[src/rtl/truth_table_capture.sv]
// Sweep-and-capture engine: drives every input vector to a small gate block,
// records its response into a truth table and compares it against a golden word.
module truth_table_capture #(
   parameter int unsigned                N_IN     = 4,
   parameter int unsigned                SETTLE   = 1,
   parameter logic [(1 << N_IN) - 1 : 0] EXPECTED = 16'h2F22
) (
   input  logic                          clk,
   input  logic                          rst_n,
   input  logic                          start,
   input  logic                          f_in,
   output logic [N_IN-1:0]               vec_out,
   output logic                          busy,
   output logic                          done,
   output logic                          pass,
   output logic [(1 << N_IN) - 1 : 0]    table_out,
   output logic [N_IN-1:0]               fail_idx
);

   localparam int unsigned TW = 1 << N_IN;
   localparam int unsigned CW = $clog2(SETTLE + 2);

   typedef enum logic [2:0] {
      S_IDLE,
      S_HOLD,
      S_SAMPLE,
      S_CHECK,
      S_DONE
   } state_t;

   state_t          state_q, state_d;
   logic [N_IN-1:0] vec_q, vec_d;
   logic [N_IN-1:0] fidx_q, fidx_d;
   logic [N_IN-1:0] first_diff;
   logic [CW-1:0]   cnt_q, cnt_d;
   logic [TW-1:0]   tbl_q, tbl_d;
   logic [TW-1:0]   diff;
   logic            busy_q, busy_d;
   logic            done_q, done_d;
   logic            pass_q, pass_d;
   state_t          vec_entry;

   // With no settle cycles each vector lives only in SAMPLE
   assign vec_entry = (SETTLE == 0) ? S_SAMPLE : S_HOLD;

   // Lowest mismatching table index; zero when the table matches
   always_comb begin
      diff       = tbl_q ^ EXPECTED;
      first_diff = '0;
      for (int i = TW - 1; i >= 0; i--) begin
         if (diff[i]) first_diff = N_IN'(i);
      end
   end

   always_comb begin
      state_d = state_q;
      vec_d   = vec_q;
      fidx_d  = fidx_q;
      cnt_d   = cnt_q;
      tbl_d   = tbl_q;
      busy_d  = busy_q;
      pass_d  = pass_q;
      done_d  = 1'b0;
      case (state_q)
         S_IDLE: begin
            if (start) begin
               state_d = vec_entry;
               vec_d   = '0;
               cnt_d   = '0;
               busy_d  = 1'b1;
               tbl_d   = '0;
               pass_d  = 1'b0;
            end
         end
         S_HOLD: begin
            cnt_d = cnt_q + CW'(1);
            if (cnt_d == CW'(SETTLE)) state_d = S_SAMPLE;
         end
         S_SAMPLE: begin
            tbl_d[vec_q] = f_in;
            if (vec_q == N_IN'(TW - 1)) begin
               state_d = S_CHECK;
               busy_d  = 1'b0;
            end else begin
               vec_d   = vec_q + N_IN'(1);
               cnt_d   = '0;
               state_d = vec_entry;
            end
         end
         S_CHECK: begin
            pass_d  = (tbl_q == EXPECTED);
            fidx_d  = first_diff;
            done_d  = 1'b1;
            state_d = S_DONE;
         end
         S_DONE: begin
            state_d = S_IDLE;
         end
         default: begin
            state_d = S_IDLE;
         end
      endcase
   end

   always_ff @(posedge clk or negedge rst_n) begin
      if (!rst_n) begin
         state_q <= S_IDLE;
         vec_q   <= '0;
         fidx_q  <= '0;
         cnt_q   <= '0;
         tbl_q   <= '0;
         busy_q  <= 1'b0;
         done_q  <= 1'b0;
         pass_q  <= 1'b0;
      end else begin
         state_q <= state_d;
         vec_q   <= vec_d;
         fidx_q  <= fidx_d;
         cnt_q   <= cnt_d;
         tbl_q   <= tbl_d;
         busy_q  <= busy_d;
         done_q  <= done_d;
         pass_q  <= pass_d;
      end
   end

   assign vec_out   = vec_q;
   assign busy      = busy_q;
   assign done      = done_q;
   assign pass      = pass_q;
   assign table_out = tbl_q;
   assign fail_idx  = fidx_q;

endmodule
[config.mk]
export PLATFORM = sky130hd
export DESIGN_NAME = truth_table_capture
export DESIGN_NICKNAME = d
export VERILOG_FILES = /design/src/rtl/truth_table_capture.sv
export SDC_FILE = /design/constraint.sdc
export NUM_CORES = 1
export LEC_CHECK = 0
export CAP_MARGIN = 10
export CORE_AREA = 2 2 73 75
export DETAILED_ROUTE_END_ITERATION = 8
export DIE_AREA = 0 0 75 77
export PLACE_DENSITY = 0.59
export SLEW_MARGIN = 20
export SYNTH_ARGS = -nofsm -noshare
export SYNTH_HDL_FRONTEND = slang
export SYNTH_SLANG_ARGS = --single-unit
export TNS_END_PERCENT = 20
[constraint.sdc]
create_clock -name clk -period 2.2 [get_ports clk]
set_clock_uncertainty 0.05 [all_clocks]
set_input_delay 0.44 -clock clk [delete_from_list [all_inputs] [get_ports clk]]
set_output_delay 0.44 -clock clk [all_outputs]
set_load 0.005 [all_outputs]
==> run summary, run 1 <==
status: finished clean
clock power share: 25.4%
Yosys cell types: 43
Top FF cell, synth: dfrtp_1
Crit Path Class: flop to flop
min-delay src: busy
Peak VDD IR: 0.438 mV
Final period util: 84.8%
grt total ovfl: 0
r2r setup slk: 0.33 ns
fin crit period: 1.87 ns
TritonCTS clock tree: built
CTS max path bufs: 2
mapped cell area: 1670 sq um
clock sinks: 32
Async SR Flop Fraction: 100%
Syn Area/Cell: 10.1 sq um
vias: 1378
H-tree Lvls: 2
Die Area: 5780 sq um
Post-Synthesis Cells: 166
Hold EP: busy
nature of the critical path endpoint: flop
Hold Fails Final Rpt: 0
area occupied by multi-input gates: 797 sq um
Ys Warns: 0
Leak: 0.879 nW
drt via density: 5.10
Slowest-stage cell, CP: nor3b_4
total CTS buffers: 5
Register Area: 801 sq um
Min Hold Slack: 0.436 ns
DRC viols: 0
combinational share of power: 31.3%
RSZ-0062 raised after global routing: no
Power Internal: 1.23 mW
Hold Path Depth: 2
final WL: 3950 um
max_cap viols: 0
RePlAce Congestion: 0.757
Fmax achieved: 536 MHz
pwr/cell area: 869 nW/um^2
Net Switching: 0.633 mW
Final Slew Violations: 0
Seq/Total Area, Yosys: 47.8%
hpwl dp: 2710 um
setup bufs post-CTS: 0
post-synthesis register bit count: 32
Gates resized, CTS repair: 0
gr usage total: 15.2%
CP Cell Sequence: nor3b_4, nand2_4, o311ai_0, o41ai_1
Syn-to-layout area delta: 28.2%
drt first pass iters: 6
Worst Path Buf+Inv: 0
worst endpoint required time: 2.31 ns
sw frac: 33.9%
actual slew at the worst max-slew pin: 0.548 ns
Power Total: 1.87 mW
CTS Root Cell: clkbuf_8
initial antenna violation count: 0
nets: 208
n_diodes: 0
largest net degree at the start of global routing: 33
Initial Util: 33.6%
CP Launch Type: flop
share of cells above drive strength 1: 10.5%
Critical Path AT: 1.98 ns
top-level port count: 31
Fillers: 502
family with the most delay on the worst path: simple AND/OR/NAND/NOR gates
slowest cell delay on critical path: 0.55 ns
port bufs: 30
worst-skew pair later-pin latency: 0.29 ns
die height: 77 um
average wire per cell in the routed design: 14.6 um
Post-synth EDFFs: 0
Register-to-Register Path Depth: 4
net count after synthesis: 175
# setup viols final: 0
TNS Setup: 0 ns
first-pass GRT wire length: 6640 um
Reg-to-Reg End: table_out[0]
Slew HR: 62.9%
RR Startpoint: state_q[1]
Critical Path Fanout Max: 11
hold_buf cts: 0
vias in the first global route: 1376
HP Class: flop to flop
sequential share of power: 43.3%
Die Width: 75 um
Clock Pin Slew Worst Setup and Hold Paths: 0.06 ns
row cnt: 26
initial drt markers: 35
core area: 4980 sq um
critical path startpoint: state_q[1]
post-route ant nets: 0
state kept, by name, summed over array words and instances, names as in the netlist:
signal,flops
cnt_q,2
vec_out,4
pass,1
table_out,16
busy,1
done,1
fail_idx,4
state_q,3
cells in the final DEF (no fill, tap or decap), types with 3 or more instances in the layout:
| cell | n |
|---|---|
| o31ai_1 | 10 |
| inv_1 | 8 |
| nand3_1 | 7 |
| nand2_1 | 15 |
| o211ai_1 | 10 |
| nor2_1 | 8 |
| a21oi_1 | 7 |
| ha_1 | 5 |
| clkbuf_8 | 6 |
| nand2b_1 | 6 |
| o41ai_1 | 4 |
| o21ai_0 | 6 |
| dfrtp_1 | 32 |
| nor3_1 | 5 |
| nand2_2 | 3 |
| buf_4 | 5 |
| clkdlybuf4s50_1 | 30 |
through the flow:
step                cells  util [%]  worst slack, ns  cell area (sq um)
CTS                   270      43.1            0.327               2150
floorplan             166         -            0.640               1670
global placement      262      41.3            0.164               2050
finish                270      43.1            0.334               2150
global route          270      43.1            0.139               2150
detailed placement    262      41.3            0.135               2050
metal layers:
| metal | GRT usage [%] | routed length [um] | up-vias | part of all wire [%] |
|---|---|---|---|---|
| li1 | - | - | 690 | - |
| met4 | 6.96 | 89 | 0 | 2.3 |
| met1 | 21.5 | 1920 | 648 | 49 |
| met5 | 0 | 0 | - | 0 |
| met3 | 3.15 | 169 | 8 | 4.3 |
| met2 | 22.1 | 1770 | 32 | 45 |
Yosys cell counts (2+ instances only):
master	instances	area share (%)
o41ai_1	4	2.1
buf_2	4	1.2
nand4_1	2	0.75
a21oi_1	7	2.1
o31ai_1	10	4.5
nand2_2	3	1.1
o311ai_0	2	1.0
o21ai_0	6	1.8
nor3_1	5	1.5
nor2b_1	2	0.75
nand3_1	7	2.1
o21bai_1	2	0.90
clkbuf_1	3	0.67
inv_1	8	1.8
o311ai_1	2	1.0
nand2_1	15	3.4
nor2_1	8	1.8
dfrtp_1	32	48
o2111ai_1	2	1.0
nand2b_1	6	2.2
o211ai_1	10	4.5
ha_1	5	3.7
worst register-to-register path, cell delays in order, from the launching register on:
cell,delay (ns)
dfrtp_1,0.54
nor3b_4,0.55
nand2_4,0.16
o311ai_0,0.32
o41ai_1,0.12
how the worst max path moves through the flow:
stage / to / depth (start not counted)
after floorplan: table_out[0] / 5
after global placement: table_out[3] / 5
after detailed placement: table_out[0] / 5
after CTS: cnt_q[0] / 4
after global routing: table_out[1] / 4
final: table_out[0] / 4
layout make-up:
| cell class | instances | share of cell area, % |
|---|---|---|
| Timing Repair Buffer | 35 | 15.7 |
| Clock inverter | 2 | 0.466 |
| Clock buffer | 6 | 3.85 |
| Tap cell | 70 | 4.08 |
| Inverter | 8 | 1.40 |
| Sequential cell | 32 | 37.3 |
| Multi-Input combinational cell | 117 | 37.1 |
power by group through the flow:
stage                     Combinational [mW]  Sequential (mW)  Clock, mW
after floorplan                        0.399            0.776          0
after global placement                 0.579            0.817          0
after detailed placement               0.588            0.817          0
after CTS                              0.590            0.807      0.488
after global routing                   0.664            0.830      0.515
final                                  0.585            0.807      0.474
cell families after synthesis:
kind of cell | after synthesis | share of synthesized area, %
buffers and inverters | 17 | 4.56
and+or+nand+nor | 60 | 21.1
muxes | 1 | 0.598
adders and majority gates | 5 | 3.74
DFF | 32 | 47.8
AOI/OAI and AO/OA | 51 | 22.2
(Power assumes the default switching activity.)
==> run 2, diff against run 1 <==
Settings changed: PLACE_DENSITY 0.59 to 0.61.
Clock period 2.2 ns to 1.7 ns, I/O delays scaled along.
==> run 2 against run 1 <==
Compared with the run above: final cell count increased by 3.3%; global-route usage decreased by 0.57 points; sequential share of layout area decreased by 1.6 points.
==> run summary, run 2 (synthesis results as in run 1) <==
fin area: 2260 sq um (was 2150 sq um)
drt first pass iters: 4 (was 6)
row cnt: 26 (unchanged)
Fillers: 489 (was 502)
share of cells above drive strength 1: 17.2% (was 10.5%)
pwr/cell area: 1150 nW/um^2 (was 869 nW/um^2)
core area: 4980 sq um (unchanged)
CTS max path bufs: 2 (unchanged)
Slowest-stage cell, CP: clkdlybuf4s50_1 (was nor3b_4)
CP Cell Sequence: clkdlybuf4s50_1 (was nor3b_4, nand2_4, o311ai_0, o41ai_1)
initial drt markers: 90 (was 35)
Slew HR: 69.5% (was 62.9%)
worst endpoint required time: 1.31 ns (was 2.31 ns)
HP Class: input port to async pin (was flop to flop)
Syn-to-layout area delta: 35.3% (was 28.2%)
commonest non-fill, non-tap cell in the layout: clkdlybuf4s50_1 (was dfrtp_1)
vias in the first global route: 1343 (was 1376)
slowest cell delay on critical path: 0.54 ns (was 0.55 ns)
actual slew at the worst max-slew pin: 0.458 ns (was 0.548 ns)
Peak VDD IR: 0.785 mV (was 0.438 mV)
worst setup margin: 0.0425 ns (was 0.334 ns)
CP Launch Type: flop (unchanged)
average wire per cell in the routed design: 14.0 um (was 14.6 um)
Final period util: 97.5%
nets: 217 (was 208)
nature of the critical path endpoint: output port (was flop)
# setup viols final: 0 (unchanged)
setup bufs post-CTS: 0 (unchanged)
fin crit period: 1.66 ns
DP Worst Slack: -0.194 ns (was 0.135 ns)
total CTS buffers: 5 (unchanged)
DRC viols: 0 (unchanged)
Hold Fails Final Rpt: 0 (unchanged)
Leak: 0.926 nW (was 0.879 nW)
Core Util, Final: 45.5% (was 43.1%)
family with the most delay on the worst path: buffers and inverters (was simple AND/OR/NAND/NOR gates)
post-route ant nets: 0 (unchanged)
most frequent cells in the layout: 30 x clkdlybuf4s50_1, 26 x dfrtp_1, 15 x nand2_1 (was 32 x dfrtp_1, 30 x clkdlybuf4s50_1, 15 x nand2_1)
Largest register FFs: 16 (unchanged)
drt via density: 5.22 (was 5.10)
hpwl dp: 2770 um (was 2710 um)
grt total ovfl: 0 (unchanged)
Final Slew Violations: 0 (unchanged)
gr usage total: 14.7% (was 15.2%)
first-pass GRT wire length: 6640 um (about the same)
Worst Path Buf+Inv: 1 (was 0)
RSZ-0062 raised after global routing: no (unchanged)
Die Area: 5780 sq um (unchanged)
largest net degree at the start of global routing: 33 (unchanged)
clock sinks: 32 (unchanged)
max_cap viols: 0 (unchanged)
CTS Root Cell: clkbuf_8 (unchanged)
port bufs: 30 (unchanged)
Crit Path Class: flop to output port (was flop to flop)
final WL: 3910 um (was 3950 um)
top-level port count: 31 (unchanged)
Die Width: 75 um (unchanged)
Post-DP Area: 2150 sq um (was 2050 sq um)
Fmax achieved: 603 MHz
n_diodes: 0 (unchanged)
H-tree Lvls: 2 (unchanged)
status: finished clean (unchanged)
initial antenna violation count: 0 (unchanged)
worst-skew pair later-pin latency: 0.28 ns (was 0.29 ns)
RePlAce Congestion: 0.745 (was 0.757)
Initial Util: 33.6% (unchanged)
Critical Path Fanout Max: 5 (was 11)
Clock Pin Slew Worst Setup and Hold Paths: 0.07 ns (was 0.06 ns)
vias: 1456 (was 1378)
die height: 77 um (unchanged)
TritonCTS clock tree: built (unchanged)
Critical Path AT: 1.27 ns (was 1.98 ns)
## run 2: changes by cell type in the layout (fill, tap and decap cells not counted)
cell        before  now
clkbuf_8         6    5
clkinv_2         2    1
clkinvlp_4       0    1
buf_4            5   12
bufinv_16        0    1
dfrtp_1         32   26
buf_12           0    2
dfrtp_2          0    6
## run 2: worst paths after layout
kind                               from           end  slack, ns  cells past startpoint
max                        table_out[7]  table_out[7]       0.04                      1
min                               rst_n    state_q[0]       0.38                      2
max reg2reg                  state_q[1]  table_out[3]       0.12                      4
min reg2reg                        busy          busy       0.43                      2
max in group asynchronous         rst_n    vec_out[1]       1.02                      2
min in group clk                   busy          busy       0.43                      2
## run 2: repair_timing
| item | 4_1_cts | 5_1_grt |
|---|---|---|
| resized for setup | 0 | 6 |
| hold buffers | 0 | 0 |
| endpoints found under the setup margin | 0 | 6 |
## run 2: final cells by class
type	instances	area, sq um	area share (%)
clock inverter	3	42.5	1.88
multi-input combinational	117	797	35.2
sequential	32	808	35.7
inverter	8	30.0	1.33
timing repair buffer	44	430	19.0
tap	70	87.6	3.87
clock buffer	5	68.8	3.04
## run 2: where the power goes
part / switching (mW) / leakage [nW] / internal, mW
registers: 0.121 / 0.421 / 0.892
clock network: 0.297 / 0.0541 / 0.433
logic: 0.416 / 0.452 / 0.451
## run 2: metal layers
metal | global-route usage, % | routed length, um | vias to the layer above
met5 | 0 | 0 | -
met2 | 20.9 | 1740 | 32
met3 | 2.76 | 139 | 4
met1 | 22.3 | 1980 | 702
li1 | - | - | 718
met4 | 4.29 | 53 | 0
## run 2: stage by stage
| step | hold slack [ns] | cells | power (mW) | TNS, ns |
|---|---|---|---|---|
| 3_5_place_dp | 0.415 | 271 | 1.89 | -2.90 |
| 2_1_floorplan | -0.00559 | 166 | 1.52 | 0 |
| 3_3_place_gp | 0.429 | 271 | 1.88 | -2.86 |
| 6_report | 0.384 | 279 | 2.61 | 0 |
| 5_1_grt | 0.399 | 279 | 2.79 | 0 |
| 4_1_cts | 0.394 | 279 | 2.63 | 0 |
